--- src/rtl/router_fsm.sv ---
// router_fsm: control FSM of the 1x3 router; decodes header address, sequences header/payload/parity loads.
// Latency: Moore outputs decoded from the state register, valid in the cycle the state is entered.
// Backpressure: busy holds the source while waiting for an empty FIFO, while the FIFO is full, and around the header/parity.
// Optional feature: define ROUTER_FSM_ADDR3_DROP_EN to swallow address-3 packets in a DROP_PACKET state.
module router_fsm (
  input  logic       clock,
  input  logic       resetn,
  input  logic       pkt_valid,
  input  logic [1:0] data_in,
  input  logic       fifo_full,
  input  logic       fifo_empty_0,
  input  logic       fifo_empty_1,
  input  logic       fifo_empty_2,
  input  logic       soft_reset_0,
  input  logic       soft_reset_1,
  input  logic       soft_reset_2,
  input  logic       parity_done,
  input  logic       low_pkt_valid,
  output logic       detect_add,
  output logic       lfd_state,
  output logic       ld_state,
  output logic       laf_state,
  output logic       full_state,
  output logic       write_enb_reg,
  output logic       rst_int_reg,
  output logic       busy
);

  // Four bits so that the drop state fits; every other code is illegal and recovers to decode.
  localparam logic [3:0] S_DECODE_ADDRESS     = 4'd0;
  localparam logic [3:0] S_WAIT_TILL_EMPTY    = 4'd1;
  localparam logic [3:0] S_LOAD_FIRST_DATA    = 4'd2;
  localparam logic [3:0] S_LOAD_DATA          = 4'd3;
  localparam logic [3:0] S_FIFO_FULL_STATE    = 4'd4;
  localparam logic [3:0] S_LOAD_AFTER_FULL    = 4'd5;
  localparam logic [3:0] S_LOAD_PARITY        = 4'd6;
  localparam logic [3:0] S_CHECK_PARITY_ERROR = 4'd7;
`ifdef ROUTER_FSM_ADDR3_DROP_EN
  localparam logic [3:0] S_DROP_PACKET        = 4'd8;
`endif

  logic [3:0] r_state;
  logic [3:0] w_next_state;
  logic [1:0] r_addr;
  logic       w_hdr_empty;
  logic       w_sel_empty;
  logic       w_sel_soft_rst;
  logic       w_soft_rst;
  logic       w_addr_load;

  // Empty flag of the FIFO addressed by the incoming header byte.
  always_comb begin
    w_hdr_empty = 1'b0;
    case (data_in)
      2'd0:    w_hdr_empty = fifo_empty_0;
      2'd1:    w_hdr_empty = fifo_empty_1;
      2'd2:    w_hdr_empty = fifo_empty_2;
      default: w_hdr_empty = 1'b0;
    endcase
  end

  // Empty flag and soft reset of the FIFO latched for the packet in flight.
  always_comb begin
    w_sel_empty    = 1'b0;
    w_sel_soft_rst = 1'b0;
    case (r_addr)
      2'd0: begin
        w_sel_empty    = fifo_empty_0;
        w_sel_soft_rst = soft_reset_0;
      end
      2'd1: begin
        w_sel_empty    = fifo_empty_1;
        w_sel_soft_rst = soft_reset_1;
      end
      2'd2: begin
        w_sel_empty    = fifo_empty_2;
        w_sel_soft_rst = soft_reset_2;
      end
      default: begin
        w_sel_empty    = 1'b0;
        w_sel_soft_rst = 1'b0;
      end
    endcase
  end

  // A soft reset only matters once a packet is in progress; decode ignores it.
  assign w_soft_rst  = (r_state != S_DECODE_ADDRESS) && w_sel_soft_rst;
  assign w_addr_load = (r_state == S_DECODE_ADDRESS) && pkt_valid && (data_in != 2'd3);

  // State and latched destination address.
  always_ff @(posedge clock) begin
    if (!resetn) begin
      r_state <= S_DECODE_ADDRESS;
      r_addr  <= 2'd0;
    end else begin
      r_state <= w_next_state;
      if (w_addr_load) begin
        r_addr <= data_in;
      end
    end
  end

  // Next-state decode; soft reset overrides every normal transition.
  always_comb begin
    w_next_state = S_DECODE_ADDRESS;
    if (w_soft_rst) begin
      w_next_state = S_DECODE_ADDRESS;
    end else begin
      case (r_state)
        S_DECODE_ADDRESS: begin
          if (pkt_valid && (data_in != 2'd3)) begin
            w_next_state = w_hdr_empty ? S_LOAD_FIRST_DATA : S_WAIT_TILL_EMPTY;
`ifdef ROUTER_FSM_ADDR3_DROP_EN
          end else if (pkt_valid) begin
            w_next_state = S_DROP_PACKET;
`endif
          end else begin
            w_next_state = S_DECODE_ADDRESS;
          end
        end
        S_WAIT_TILL_EMPTY:
          w_next_state = w_sel_empty ? S_LOAD_FIRST_DATA : S_WAIT_TILL_EMPTY;
        S_LOAD_FIRST_DATA:
          w_next_state = S_LOAD_DATA;
        S_LOAD_DATA: begin
          if (fifo_full)       w_next_state = S_FIFO_FULL_STATE;
          else if (!pkt_valid) w_next_state = S_LOAD_PARITY;
          else                 w_next_state = S_LOAD_DATA;
        end
        S_FIFO_FULL_STATE:
          w_next_state = fifo_full ? S_FIFO_FULL_STATE : S_LOAD_AFTER_FULL;
        S_LOAD_AFTER_FULL: begin
          if (parity_done)        w_next_state = S_DECODE_ADDRESS;
          else if (low_pkt_valid) w_next_state = S_LOAD_PARITY;
          else                    w_next_state = S_LOAD_DATA;
        end
        S_LOAD_PARITY:
          w_next_state = S_CHECK_PARITY_ERROR;
        S_CHECK_PARITY_ERROR:
          w_next_state = fifo_full ? S_FIFO_FULL_STATE : S_DECODE_ADDRESS;
`ifdef ROUTER_FSM_ADDR3_DROP_EN
        // Leave once the low pkt_valid of the parity byte has been seen.
        S_DROP_PACKET:
          w_next_state = pkt_valid ? S_DROP_PACKET : S_DECODE_ADDRESS;
`endif
        default:
          w_next_state = S_DECODE_ADDRESS;
      endcase
    end
  end

  // Moore output decode straight from the state register.
  always_comb begin
    detect_add    = 1'b0;
    lfd_state     = 1'b0;
    ld_state      = 1'b0;
    laf_state     = 1'b0;
    full_state    = 1'b0;
    write_enb_reg = 1'b0;
    rst_int_reg   = 1'b0;
    busy          = 1'b1;
    case (r_state)
      S_DECODE_ADDRESS: begin
        detect_add = 1'b1;
        busy       = 1'b0;
      end
      S_WAIT_TILL_EMPTY: begin
        busy = 1'b1;
      end
      S_LOAD_FIRST_DATA: begin
        lfd_state = 1'b1;
      end
      S_LOAD_DATA: begin
        ld_state      = 1'b1;
        write_enb_reg = 1'b1;
        busy          = 1'b0;
      end
      S_FIFO_FULL_STATE: begin
        full_state = 1'b1;
      end
      S_LOAD_AFTER_FULL: begin
        laf_state     = 1'b1;
        write_enb_reg = 1'b1;
      end
      S_LOAD_PARITY: begin
        write_enb_reg = 1'b1;
      end
      S_CHECK_PARITY_ERROR: begin
        rst_int_reg = 1'b1;
      end
`ifdef ROUTER_FSM_ADDR3_DROP_EN
      S_DROP_PACKET: begin
        busy = 1'b0;
      end
`endif
      default: begin
        busy = 1'b1;
      end
    endcase
  end

endmodule

--- config.mk ---
export PLATFORM = sky130hd
export DESIGN_NAME = router_fsm
export DESIGN_NICKNAME = d
export VERILOG_FILES = /design/src/rtl/router_fsm.sv
export SDC_FILE = /design/constraint.sdc
export NUM_CORES = 1
export LEC_CHECK = 0
export ABC_AREA = 1
export BUFFER_PORTS_ARGS = -buffer_cell sky130_fd_sc_hd__buf_2
export CAP_MARGIN = 20
export CORE_AREA = 4 4 41 43
export DETAILED_ROUTE_END_ITERATION = 8
export DIE_AREA = 0 0 45 47
export PLACE_DENSITY = 0.7
export SYNTH_ARGS = -nofsm -noshare
export SYNTH_HDL_FRONTEND = slang
export SYNTH_SLANG_ARGS = --single-unit
--- constraint.sdc ---
create_clock -name clock -period 1.3 [get_ports clock]
set_input_delay 0.065 -clock clock [delete_from_list [all_inputs] [get_ports clock]]
set_output_delay 0.065 -clock clock [all_outputs]
set_load 0.01 [all_outputs]
# == After elaboration in Yosys (flattened, before gate mapping) ==
# Cells that the tools add are included.
# word_totals
register_bits,6
latchBits,0
ram_bits,0
rom_bits,0
input_bits,14
out_inout_bits,8
elab_cells,47
memories,0
# op_classes
add_sub_neg,0
n_mul,0
div,0
magnitude_cmp,0
eq_ne,12
n_shift,0
n_mux,21
n_bitwise,1
reduce_logical,11
# op_table
op,count
4-bit case mux with 8 select lines,1
4-bit by 3-bit equality test with 1-bit output (second input constant),4
3-bit 2-to-1 mux,5
1-bit 2-to-1 mux,9
1-bit case mux with 3 select lines,3
4-bit by 2-bit equality test with 1-bit output (second input constant),2
2-bit 2-to-1 mux,3
2-bit by 1-bit equality test with 1-bit output (second input constant),2
2-bit equality test (second input constant),2
4-bit by 1-bit equality test with 1-bit output (second input constant),1
1-bit logical AND,4
2-bit zero test,2
4-bit zero test,1
4-bit nonzero test,1
2-bit OR reduction,2
3-bit OR reduction,1
2-bit inequality test (second input constant),1
1-bit NOT,1

# == Longest topological paths before layout ==
# logic_depth
word_depth,5
ltp_mapped,8
mapped_depth_nobuf,8

# == Worst setup path after synthesis ==
# Ideal clock, no wire load.
# synth_path
kind,reg-to-reg
startpoint,register r_state[0]
endpoint,register r_state[2]
setup_time_ns,0.058
arrival_time_ns,0.978
t_required_ns,1.242
path_slack_ns,0.265
stages_incl_launch_ff,6
n_path_buf,0
synth_period_minus_slack_ns,1.035
cell_sequence,dfxtp_1 -> nand2_1 -> nor2_4 -> inv_1 -> o21ai_0 -> o21a_1
# synth_via
elab_chain_len,3
elab_cells_between_ends,12
classes_between,eq/ne: 7; mux: 1; reduce/logical: 4
# synth_lines
element,line_no,rtl
from (decl),42,logic [3:0] r_state;
from (signal assigned),96,r_state <= w_next_state;
branches (longest 3 deep; another with 4-bit case mux with 8 select lines),n/a,
# Parallel ways; which one is timed is not known.
# A chain may end at the register's enable or synchronous reset.

# == Final worst setup path ==
# layout_path
startpoint,register r_state[0]
endpoint,output write_enb_reg
# layout_via
elab_chain_len,3
elab_cells_between_ends,5
classes_between,eq/ne: 3; mux: 1; reduce/logical: 1
# layout_lines
element,line_no,rtl
4-bit by 2-bit equality test with 1-bit output / 4-bit by 3-bit equality test with 1-bit output (equally long branches),162,case (r_state)
3-bit OR reduction (no line) (*),n/a,
1-bit 2-to-1 mux (*),162,
to (decl),24,"output logic write_enb_reg,"
# Every way passes the cells marked *; elsewhere a longest branch is shown, timed or not.

==> results.toml <==
[grt]
track_usage = 0.128
grt_max_degree = 8
grt-busiest-layer = "met2"
overflow = 0
met3_usage = 0.0460
grt_pass1_vias = 500
grtUsageMet1 = 0.153
grt_antenna_before_repair = 0
grt_pass1_wl_um = 1970
use_met2 = 0.218

[sta]
slew_headroom = 0.855
fmax_mhz = 829
finalCritPeriodShare = 0.928
setup_violations = 0
max_slew.worst_pin.slew_ns = 0.217
fin_skew_ns = 0.00252
finalHoldViolations = 0
rsz0062_at_grt = "false"
fin_crit_ns = 1.21
slew_violations = 0
setup_tns_ns = 0

[critical_path]
cp.arrival_ns = 1.14
cp-end-kind = "output pin"
worstSetupPathType = "flip-flop to output pin"
crit_fanout = 6
crit_path_start_kind = "flip-flop"
required_ns = 1.24

[run]
maxCapViolations = 0

[placement]
port_buffers = 21
hpwl_um = 992
gp_congestion = 0.846
dpl-instance-area_sq_um = 572

[synth]
synth-seq-area-share = 0.223
syn_area_per_cell_sq_um = 5.89
synthesis.nets = 90
yosys_warnings = 0
ys_types = 18
synth_seq_cells = 5
synth_top_family_by_area = "simple AND/OR/NAND/NOR gates"
yosys.area_share.simple = 0.522
yosysMostFrequentCell = "nand3_1"
synth_xor_area_frac = 0
synthArstFlopShare = 0
netlist_area_sq_um = 448
synthFlopType = "dfxtp_1"
yosysTopAreaCell = "dfxtp_1"
synth_compound_area_frac = 0.120
muxShareOfSynthArea = 0
synth_fa_ha_area_frac = 0
synth_area_leaders = "dfxtp_1 (22%), nand3_1 (18%), inv_1 (13%), nand2_1 (12%), nor2_1 (7.5%)"
yosys.area.top_type_share = 0.223
synth_edf_count = 0
syn_inst = 76
synthTopCellsByCount = "nand3_1 (16), inv_1 (15), nand2_1 (14)"

[power]
total_power_w = 0.000683
power_density_nw_per_um2 = 1130
p_leak_nw = 0.334
vdd_ir_drop_max_mv = 0.624

[detailed_routing]
wl_um = 1160
drc = 0
vias = 547
wl_per_cell_um = 9.99
first_pass_iters = 4
antenna_left = 0
drt-vias-per-instance = 4.72
drt_iter0_drc = 16

[clock_tree]
cts.clk_slew.worst_paths_ns = 0.04
clock_path_buffers = 2
cts_buffers = 3
cts_hold_buf = 0
clk_latency_ns = 0.24
cts_tree = "built"
clock-sinks = 5
htreeDepth = 1
post_cts_buffers = 0
root_buffer = "clkbuf_4"

[worst_hold_path]
worstHoldPathType = "input pin to flip-flop"

[die]
num_rows = 13
io_pins = 22
die_width_um = 45
initial_core_util = 0.344
core_sq_um = 1300
die_h_um = 47
die_area_sq_um = 2120

[layout]
n_antenna_cell = 0
drive_gt1_frac = 0.337
syn2layout_area_growth_pct = 34.9
design_area_sq_um = 604
fin_nets = 116

[outcome]
status = "complete, no violations"
layer usage:
layer  routed length, um  up-vias
met4                   0        0
met3                 112        0
met2                 545       25
met1                 500      226
li1                    -      296
met5                   0        -
path summary, 6_finish.rpt:
| path | cells after the start | from | to | slack (ns) |
|---|---|---|---|---|
| hold / removal | 3 | resetn | r_addr[1]$_SDFFE_PN0P_ | 0.07 |
| hold reg to reg | 2 | r_addr[1]$_SDFFE_PN0P_ | r_addr[1]$_SDFFE_PN0P_ | 0.55 |
| setup reg to reg | 6 | r_state[1]$_SDFF_PP0_ | r_addr[0]$_SDFFE_PN0P_ | 0.13 |
| setup / recovery | 5 | r_state[0]$_SDFF_PP0_ | write_enb_reg | 0.09 |
per-stage QoR:
stage / instances / setup slack, ns / util / hold slack, ns
2_1_floorplan: 76 / 0.265 / - / 0.188
3_3_place_gp: 112 / 0.155 / 0.439 / 0.325
3_5_place_dp: 112 / 0.136 / 0.439 / 0.318
4_1_cts: 116 / 0.0185 / 0.462 / 0.0599
5_1_grt: 116 / 0.0237 / 0.464 / 0.0804
6_report: 116 / 0.0931 / 0.464 / 0.0693
power breakdown:
part	total, W	switching (W)	internal, W
clock	0.000178	0.0000616	0.000116
combinational	0.000294	0.000182	0.000112
sequential	0.000212	0.0000311	0.000181
layout make-up:
type	count	area, sq um
fill	143	697
multi-input combinational	55	290
timing repair buffer	21	105
sequential	5	104
tap	15	18.8
inverter	16	60.1
clock buffer	4	26.3
worst max-delay path, cell delays in order, from the launching register on:
cell      delay, ns
dfxtp_2        0.38
nand2_2        0.09
nor2_4         0.12
inv_1          0.08
o211ai_1       0.08
buf_2          0.15
flip-flops by register name (all words and copies together), names as in the netlist:
register  cells
r_addr        2
r_state       3
what timing repair did:
item,CTS,global route
resized for setup,2,2
hold endpoints to repair,0,0
endpoints found under the setup margin,2,1
cell families (layout without fill, tap and decap cells):
logic type	Yosys count	count (layout)
AOI/OAI and AO/OA	8	8
buffers and inverters	16	41
DFF	5	5
and+or+nand+nor	47	47
cells in the final DEF (no fill, tap or decap), types with 2 or more instances in the layout:
master / synthesis / routed
nor2_1: 9 / 9
nor3_1: 2 / 2
o21ai_0: 2 / 2
buf_2: 0 / 21
o211ai_1: 2 / 2
nand2_2: 1 / 2
inv_1: 15 / 15
clkbuf_4: 0 / 3
dfxtp_1: 5 / 2
nand2_1: 14 / 13
dfxtp_2: 0 / 3
nand3_1: 16 / 16
a21oi_1: 2 / 2
Power figures use the tool's default switching activity.
